## src/rtl/rvfi_check_sequencer.sv

```systemverilog
// rvfi_check_sequencer: finds the retirement of trig_order and of its
// successor across all RVFI channels, then strobes check for one cycle.
// chk_reset holds attached checkers in reset until sequencing begins.
module rvfi_check_sequencer #(
  parameter int NRET         = 1,
  parameter int RESET_CYCLES = 1,
  parameter int MAX_WAIT     = 32
) (
  input  logic                 clock,
  input  logic                 reset,
  input  logic [NRET-1:0]      rvfi_valid,
  input  logic [64*NRET-1:0]   rvfi_order,
  input  logic [63:0]          trig_order,
  output logic                 chk_reset,
  output logic                 trig,
  output logic [7:0]           trig_chan,
  output logic                 check,
  output logic [7:0]           next_chan,
  output logic                 done,
  output logic                 timeout,
  output logic                 order_dup
);

  typedef enum logic [2:0] {
    RST,
    WAIT_TRIG,
    WAIT_NEXT,
    CHECK,
    DONE,
    TIMEOUT
  } state_t;

  localparam int MAXV = (MAX_WAIT > RESET_CYCLES) ? MAX_WAIT : RESET_CYCLES;
  localparam int CW   = $clog2(MAXV) + 1;
  localparam logic [CW-1:0] RST_LAST  = CW'(RESET_CYCLES - 1);
  localparam logic [CW-1:0] WAIT_LAST = CW'(MAX_WAIT - 1);

  state_t          r_state;
  state_t          w_stateNext;
  logic [CW-1:0]   r_cnt;
  logic [CW-1:0]   w_cntNext;
  logic [7:0]      r_nextChan;
  logic [7:0]      w_nextChanD;
  logic            r_orderDup;

  logic [63:0]     w_succOrder;
  logic [NRET-1:0] w_tmatch;
  logic [NRET-1:0] w_nmatch;
  logic            w_anyT;
  logic [7:0]      w_tChan;
  logic            w_anyN;
  logic [7:0]      w_nChan;
  logic            w_anyNLate;
  logic [7:0]      w_nLateChan;
  logic            w_dup;

  // Per-channel trigger/successor matches; the successor wraps modulo 2^64.
  always_comb begin
    w_succOrder = trig_order + 64'd1;
    w_tmatch    = '0;
    w_nmatch    = '0;
    for (int i = 0; i < NRET; i++) begin
      w_tmatch[i] = rvfi_valid[i] && (rvfi_order[64*i +: 64] == trig_order);
      w_nmatch[i] = rvfi_valid[i] && (rvfi_order[64*i +: 64] == w_succOrder);
    end
  end

  // Lowest-index winners; the "late" successor must sit above the trigger channel.
  always_comb begin
    w_anyT      = 1'b0;
    w_tChan     = 8'd0;
    w_anyN      = 1'b0;
    w_nChan     = 8'd0;
    w_anyNLate  = 1'b0;
    w_nLateChan = 8'd0;
    for (int i = NRET - 1; i >= 0; i--) begin
      if (w_tmatch[i]) begin
        w_anyT  = 1'b1;
        w_tChan = 8'(i);
      end
      if (w_nmatch[i]) begin
        w_anyN  = 1'b1;
        w_nChan = 8'(i);
      end
    end
    for (int i = NRET - 1; i >= 0; i--) begin
      if (w_nmatch[i] && (8'(i) > w_tChan)) begin
        w_anyNLate  = 1'b1;
        w_nLateChan = 8'(i);
      end
    end
  end

  // Detect two valid channels carrying the same order in one cycle.
  always_comb begin
    w_dup = 1'b0;
    for (int i = 0; i < NRET; i++) begin
      for (int j = i + 1; j < NRET; j++) begin
        if (rvfi_valid[i] && rvfi_valid[j] &&
            (rvfi_order[64*i +: 64] == rvfi_order[64*j +: 64])) begin
          w_dup = 1'b1;
        end
      end
    end
  end

  // Next-state, wait counter and successor-channel capture.
  always_comb begin
    w_stateNext = r_state;
    w_cntNext   = r_cnt;
    w_nextChanD = r_nextChan;
    case (r_state)
      RST: begin
        if (r_cnt == RST_LAST) begin
          w_stateNext = WAIT_TRIG;
          w_cntNext   = '0;
        end else begin
          w_cntNext = r_cnt + 1'b1;
        end
      end
      WAIT_TRIG: begin
        if (w_anyT) begin
          if (w_anyNLate) begin
            w_nextChanD = w_nLateChan;
            w_stateNext = CHECK;
          end else begin
            w_stateNext = WAIT_NEXT;
            w_cntNext   = '0;
          end
        end else if (r_cnt == WAIT_LAST) begin
          w_stateNext = TIMEOUT;
        end else begin
          w_cntNext = r_cnt + 1'b1;
        end
      end
      WAIT_NEXT: begin
        if (w_anyN) begin
          w_nextChanD = w_nChan;
          w_stateNext = CHECK;
        end else if (r_cnt == WAIT_LAST) begin
          w_stateNext = TIMEOUT;
        end else begin
          w_cntNext = r_cnt + 1'b1;
        end
      end
      CHECK:   w_stateNext = DONE;
      DONE:    w_stateNext = DONE;
      TIMEOUT: w_stateNext = TIMEOUT;
      default: w_stateNext = RST;
    endcase
  end

  // State, counter and sticky flags with synchronous active-high reset.
  always_ff @(posedge clock) begin
    if (reset) begin
      r_state    <= RST;
      r_cnt      <= '0;
      r_nextChan <= 8'd0;
      r_orderDup <= 1'b0;
    end else begin
      r_state    <= w_stateNext;
      r_cnt      <= w_cntNext;
      r_nextChan <= w_nextChanD;
      if ((r_state != RST) && w_dup) begin
        r_orderDup <= 1'b1;
      end
    end
  end

  assign chk_reset = reset || (r_state == RST);
  assign trig      = !reset && (r_state == WAIT_TRIG) && w_anyT;
  assign trig_chan = w_tChan;
  assign check     = (r_state == CHECK);
  assign next_chan = r_nextChan;
  assign done      = (r_state == DONE);
  assign timeout   = (r_state == TIMEOUT);
  assign order_dup = r_orderDup;

endmodule

```

## config.mk

```make
export PLATFORM = sky130hd
export DESIGN_NAME = rvfi_check_sequencer
export DESIGN_NICKNAME = d
export VERILOG_FILES = /design/src/rtl/rvfi_check_sequencer.sv
export SDC_FILE = /design/constraint.sdc
export NUM_CORES = 1
export LEC_CHECK = 0
export BUFFER_PORTS_ARGS = -buffer_cell sky130_fd_sc_hd__buf_2
export CAP_MARGIN = 20
export CORE_MARGIN = 3
export CORE_UTILIZATION = 51
export CTS_BUF_LIST = sky130_fd_sc_hd__clkbuf_4 sky130_fd_sc_hd__clkbuf_8
export DETAILED_ROUTE_END_ITERATION = 16
export PLACE_DENSITY = 0.88
export SLEW_MARGIN = 20
export SYNTH_ARGS = -nofsm -noshare
export SYNTH_HDL_FRONTEND = slang
export SYNTH_SLANG_ARGS = --single-unit
```

## constraint.sdc

```tcl
create_clock -name clock -period 4.5 [get_ports clock]
set_input_delay 0.9 -clock clock [delete_from_list [all_inputs] [get_ports clock]]
set_output_delay 0.9 -clock clock [all_outputs]
set_load 0.02 [all_outputs]
```

==> results_dict.tcl, run 1 <==
set metrics [dict create \
    setup-violations-final 0 \
    synth_cells 551 \
    die_area_mm2 0.00835 \
    ys_seq_area_share_pct 4.85 \
    required_ns 3.60 \
    grt.busiest_layer "met2" \
    rsz0062_at_grt "no" \
    grt-ovfl-total 0 \
    synth_ff_type "dfxtp_1" \
    max-slew-margin-rel_pct 59.3 \
    track_usage_pct 37.6 \
    fin_util_pct 66.0 \
    yosysUniqueCellTypes 69 \
    synth.top_cell.area_share_pct 14.6 \
    cts_buffers 3 \
    post-cts-setup-buffers 0 \
    cts_tree "done" \
    layout.nets 829 \
    area_growth_pct 23.2 \
    drive_gt1_share_pct 27.1 \
    rrSetupSlack_ns 2.28 \
    synthTopCellsByCount "62 x xnor2_1, 50 x nand2_1, 46 x nand4_1" \
    netlist_area_mm2 0.00372 \
    clockRootBuffer "clkbuf_8" \
    start_util_pct 53.5 \
    cp_max_fo 6 \
    vdd_drop_max_mv 0.0722 \
    grt_pass1_wl_um 24900 \
    fp.coreArea_mm2 0.00694 \
    drt-total-wl_um 16200 \
    synth.most_common_cell "xnor2_1" \
    rr_worst_depth 7 \
    num_vias 5096 \
    hold_ws_ns 0.512 \
    drcViolationCount 0 \
    viasPerCell 6.45 \
    cts.sinks 9 \
    finalSetupTns_ns 0 \
    gp_congestion 1.02 \
    fmax_mhz 232 \
    leakagePower_uw 0.00174 \
    yosysTopAreaCell "xnor2_1" \
    yosys_warnings 0 \
    async_flop_share_pct 0 \
    row_count 30 \
    crit_start "trig_order[0]" \
    grt_pass1_vias 4698 \
    portBuffers 135 \
    power_frac_seq_pct 16.5 \
    p_sw_uw 298 \
    ys_ff_latch 9 \
    die_x_um 91.4 \
    fin_skew_ns 0.00235 \
    fin_crit_sh_pct 96.0 \
    swShare_pct 49.0 \
    placed_area_mm2 0.00453 \
    endpoint "trig" \
    holdBufCountCts 0 \
    use_met2_pct 60.2 \
    intPower_uw 310 \
    power.density_mw_per_mm2 133 \
    ios 153 \
    tightest_slew_ns 0.595 \
    cp-end-kind "primary output" \
    pwr-share-clk_pct 17.8 \
    worstReg2RegEnd "r_cnt[3]" \
    postSynthAreaPerCell_um2 6.75 \
    regToRegStartpoint "r_state[1]" \
    start_kind "input port" \
    dp_hpwl_um 13900 \
    grt_max_degree 20 \
    cts_buffer_depth 2 \
    drtAntennaViolNets 0 \
    die_y_um 91.4 \
    fin_area_mm2 0.00458 \
    crit_type "input port to primary output" \
    worstPathArrival_ns 3.42 \
    met1_usage_pct 50.0 \
    drv_cap 0 \
    clk_latency_ns 0.25 \
    ctsResizeCount 0 \
    grt_use_met3_pct 6.55 \
    outcome "finished clean" \
    power_frac_comb_pct 65.7 \
    synth_edf_count 0 \
    wl_per_cell_um 20.5 \
    antenna_found_initial 0 \
    antenna_cells 0 \
    clkTransAtPathRegs_ns 0.05 \
    htree_levels 1 \
    period_minus_slack_ns 4.32 \
    drv_slew 0 \
    hold_path_class "register to register" \
    dr.pass1.iters 5 \
    finalHoldViolCount 0 \
    synthTopCellsByArea "xnor2_1 15%, nand4_1 7.7%, xor2_1 5.9%, nand2_1 5.0%, dfxtp_1 4.8%" \
    drt_iter0_drc 420 \
]
-- per-stage QoR --
| step | setup slack (ns) | total power [uW] | std cells |
|---|---|---|---|
| 2_1_floorplan | 0.459 | 330 | 567 |
| 3_3_place_gp | 0.352 | 482 | 786 |
| 3_5_place_dp | 0.327 | 487 | 786 |
| 4_1_cts | 0.318 | 596 | 790 |
| 5_1_grt | 0.241 | 641 | 790 |
| 6_report | 0.181 | 608 | 790 |
-- worst max-delay path, stage by stage --
cell and delay, ns:
buf_2 0.13, xor2_1 0.17, or4_1 0.54, nor4_1 0.39, nand3_1 0.13, or4_1 0.64, nor3b_1 0.30, buf_2 0.22
-- placed cells by master, fill, tap and decap left out, types with 9 or more instances in the layout --
master and count:
buf_2 135, xnor2_1 62, nand2_1 50, nand4_1 46
nor2_1 38, nand3_1 36, nor3_1 28, xor2_1 25
buf_4 21, nor4_1 20, a31oi_1 17, conb_1 17
inv_1 16, a21oi_1 14, o21ai_0 11, and3_1 10
and2_1 10, dfxtp_1 9
-- worst min-delay path by stage --
| stage | endpoint | startpoint | slack, ns | depth (start not counted) |
|---|---|---|---|---|
| 2_1_floorplan | r_cnt[4] | r_cnt[4] | 0.48 | 2 |
| 3_3_place_gp | r_cnt[4] | r_cnt[4] | 0.50 | 2 |
| 3_5_place_dp | r_cnt[4] | r_cnt[4] | 0.50 | 2 |
| 4_1_cts | r_cnt[4] | r_cnt[4] | 0.51 | 2 |
| 5_1_grt | r_cnt[4] | r_cnt[4] | 0.55 | 2 |
| 6_report | r_cnt[4] | r_cnt[4] | 0.51 | 2 |
-- kinds of logic after synthesis --
group / share of synthesized area (%)
and+or+nand+nor: 46.3
AOI/OAI and AO/OA: 18.8
xor gates and xnor gates: 20.5
buffers and inverters: 6.97
DFF: 4.85
muxes: 1.45
adders and majority gates: 1.01
other: 0.101
-- final cells by class --
type                       instances  area, um2
fill                             659       2360
multi-input combinational        509       3340
clock buffer                       4       48.8
inverter                          16       60.1
tap                               96        120
sequential                         9        180
timing repair buffer             156        833
-- power by group through the flow --
stage                     combinational [uW]  sequential, uW  clock (uW)
after detailed placement                 385             101           0
final                                    399             100         108
after global placement                   381             100           0
after floorplan                          239            90.9           0
after CTS                                387            99.8         109
after global routing                     428             102         112
-- flip-flops by register name, indices dropped and copies added (netlist names) --
register,count
r_cnt,6
r_state,3
-- metal layers --
| layer | vias to the layer above | part of all wire (%) |
|---|---|---|
| li1 | 2359 | - |
| met1 | 2314 | 40 |
| met2 | 375 | 45 |
| met3 | 48 | 11 |
| met4 | 0 | 3.7 |
| met5 | - | 0 |
(Power assumes the default switching activity.)
==> run 2: changes to the inputs <==
--- a/config.mk
+++ b/config.mk
@@ -9,7 +9,7 @@
 export CAP_MARGIN = 20
 export CORE_MARGIN = 3
 export CORE_UTILIZATION = 51
-export CTS_BUF_LIST = sky130_fd_sc_hd__clkbuf_4 sky130_fd_sc_hd__clkbuf_8
+export CTS_BUF_LIST = sky130_fd_sc_hd__clkbuf_16
 export DETAILED_ROUTE_END_ITERATION = 16
 export PLACE_DENSITY = 0.88
 export SLEW_MARGIN = 20
==> results_dict.tcl, run 2 (same netlist as run 1, synthesis figures left out) <==
set metrics [dict create \
    cts_buffer_depth 2 \
    clockRootBuffer "clkbuf_16" \
    grt-ovfl-total 0 \
    clk_latency_ns 0.24 \
    cp-end-kind "primary output" \
    tightest_slew_ns 0.616 \
    required_ns 3.60 \
    viasPerCell 6.46 \
    antenna_cells 0 \
    fin_skew_ns 0.000550 \
    crit_start "trig_order[41]" \
    finalHoldViolCount 0 \
    fin_crit_sh_pct 94.3 \
    grt_max_degree 20 \
    setup-violations-final 0 \
    htree_levels 1 \
    worstPathArrival_ns 3.34 \
    swShare_pct 45.9 \
    holdBufCountCts 0 \
    rsz0062_at_grt "no" \
    antenna_found_initial 0 \
    power_frac_comb_pct 60.4 \
    dp_hpwl_um 13900 \
    drcViolationCount 0 \
    gp_congestion 1.02 \
    max-slew-margin-rel_pct 57.8 \
    leakagePower_uw 0.00175 \
    period_minus_slack_ns 4.24 \
    multi_input_comb_area_mm2 0.00334 \
    die_y_um 91.4 \
    fmax_mhz 236 \
    die_area_mm2 0.00835 \
    cts_tree "done" \
    outcome "finished clean" \
    p_sw_uw 304 \
    top_regs "r_cnt: 6 flops, r_state: 3 flops" \
    dr.pass1.iters 5 \
    fp.coreArea_mm2 0.00694 \
    drv_cap 0 \
    start_kind "input port" \
    die_x_um 91.4 \
    cp_cell_sequence "buf_2 > xor2_1 > or4_1 > nor4_1 > nand3_1 > or4_1 > nor3b_1 > buf_2" \
    start_util_pct 53.5 \
    final_cell_mix "135 x buf_2, 62 x xnor2_1, 50 x nand2_1" \
    wl_per_cell_um 20.6 \
    drtAntennaViolNets 0 \
    track_usage_pct 37.6 \
    clkTransAtPathRegs_ns 0.04 \
    power_frac_seq_pct 15.2 \
    row_count 30 \
    drive_gt1_share_pct 26.9 \
    drv_slew 0 \
    ios 153 \
    largest_reg_flops 6 \
    vdd_drop_max_mv 0.0984 \
    regToRegStartpoint "r_state[1]" \
    drt-total-wl_um 16300 \
    slowest_stage "or4_1" \
    final_common_cell "buf_2" \
    intPower_uw 359 \
    crit_type "input port to primary output" \
    min-delay-start "r_cnt[4]" \
    grt_pass1_wl_um 25100 \
    power.density_mw_per_mm2 144 \
    area_growth_pct 24.0 \
    cp_max_fo 6 \
    ctsResizeCount 0 \
    num_vias 5106 \
    layout.nets 829 \
    hold_path_class "register to register" \
    regMostFlops "r_cnt" \
    seqCellArea_um2 180 \
    grt_pass1_vias 4734 \
    portBuffers 135 \
    pwr-share-clk_pct 24.4 \
    cts_buffers 3 \
    total_power_uw 663 \
    max_stage_delay_ns 0.65 \
    fillers 664 \
    finalSetupTns_ns 0 \
    drt_iter0_drc 446 \
    cts.sinks 9 \
    post-cts-setup-buffers 0 \
]
## run 2: critical path: cells and delay by family
| family | cells | cell delay, ns |
|---|---|---|
| buffers and inverters | 2 | 0.34 |
| XOR/XNOR | 1 | 0.19 |
| AND/OR/NAND/NOR | 5 | 1.91 |
## run 2: per-layer routing
layer | GRT usage (%) | share of wire (%) | up-vias
li1 | - | - | 2368
met1 | 50.1 | 39 | 2287
met2 | 61.1 | 45 | 391
met3 | 5.97 | 12 | 60
met4 | 12.9 | 3.9 | 0
met5 | 0 | 0 | -
## run 2: cell type report
class,count,share of cell area (%)
repair buffers,156,18.1
inverters,16,1.30
multi-input cells,509,72.4
well taps,96,2.61
flip-flops and latches,9,3.91
clock buffers,3,1.63
clock inverters,1,0.0814
## run 2: worst paths after layout
kind | end | slack [ns] | depth (start not counted)
setup reg to reg | r_cnt[3] | 2.28 | 7
hold reg to reg | r_cnt[4] | 0.51 | 2
hold / removal | r_cnt[4] | 0.51 | 2
setup / recovery | trig | 0.26 | 8
## run 2: through the flow
stage | area [um2] | hold slack [ns] | utilization (%) | std cells | worst slack, ns
2_1_floorplan | 3780 | 0.475 | - | 567 | 0.459
3_3_place_gp | 4530 | 0.496 | 65.3 | 786 | 0.352
3_5_place_dp | 4530 | 0.504 | 65.3 | 786 | 0.327
4_1_cts | 4610 | 0.511 | 66.4 | 790 | 0.313
5_1_grt | 4610 | 0.545 | 66.4 | 790 | 0.239
6_report | 4610 | 0.509 | 66.4 | 790 | 0.257
## run 2: power by group through the flow
| stage | clock network, uW | registers [uW] | logic [uW] |
|---|---|---|---|
| after detailed placement | 0 | 101 | 385 |
| after floorplan | 0 | 90.9 | 239 |
| after global placement | 0 | 100 | 381 |
| after global routing | 168 | 102 | 428 |
| after CTS | 163 | 100 | 388 |
| final | 162 | 101 | 400 |
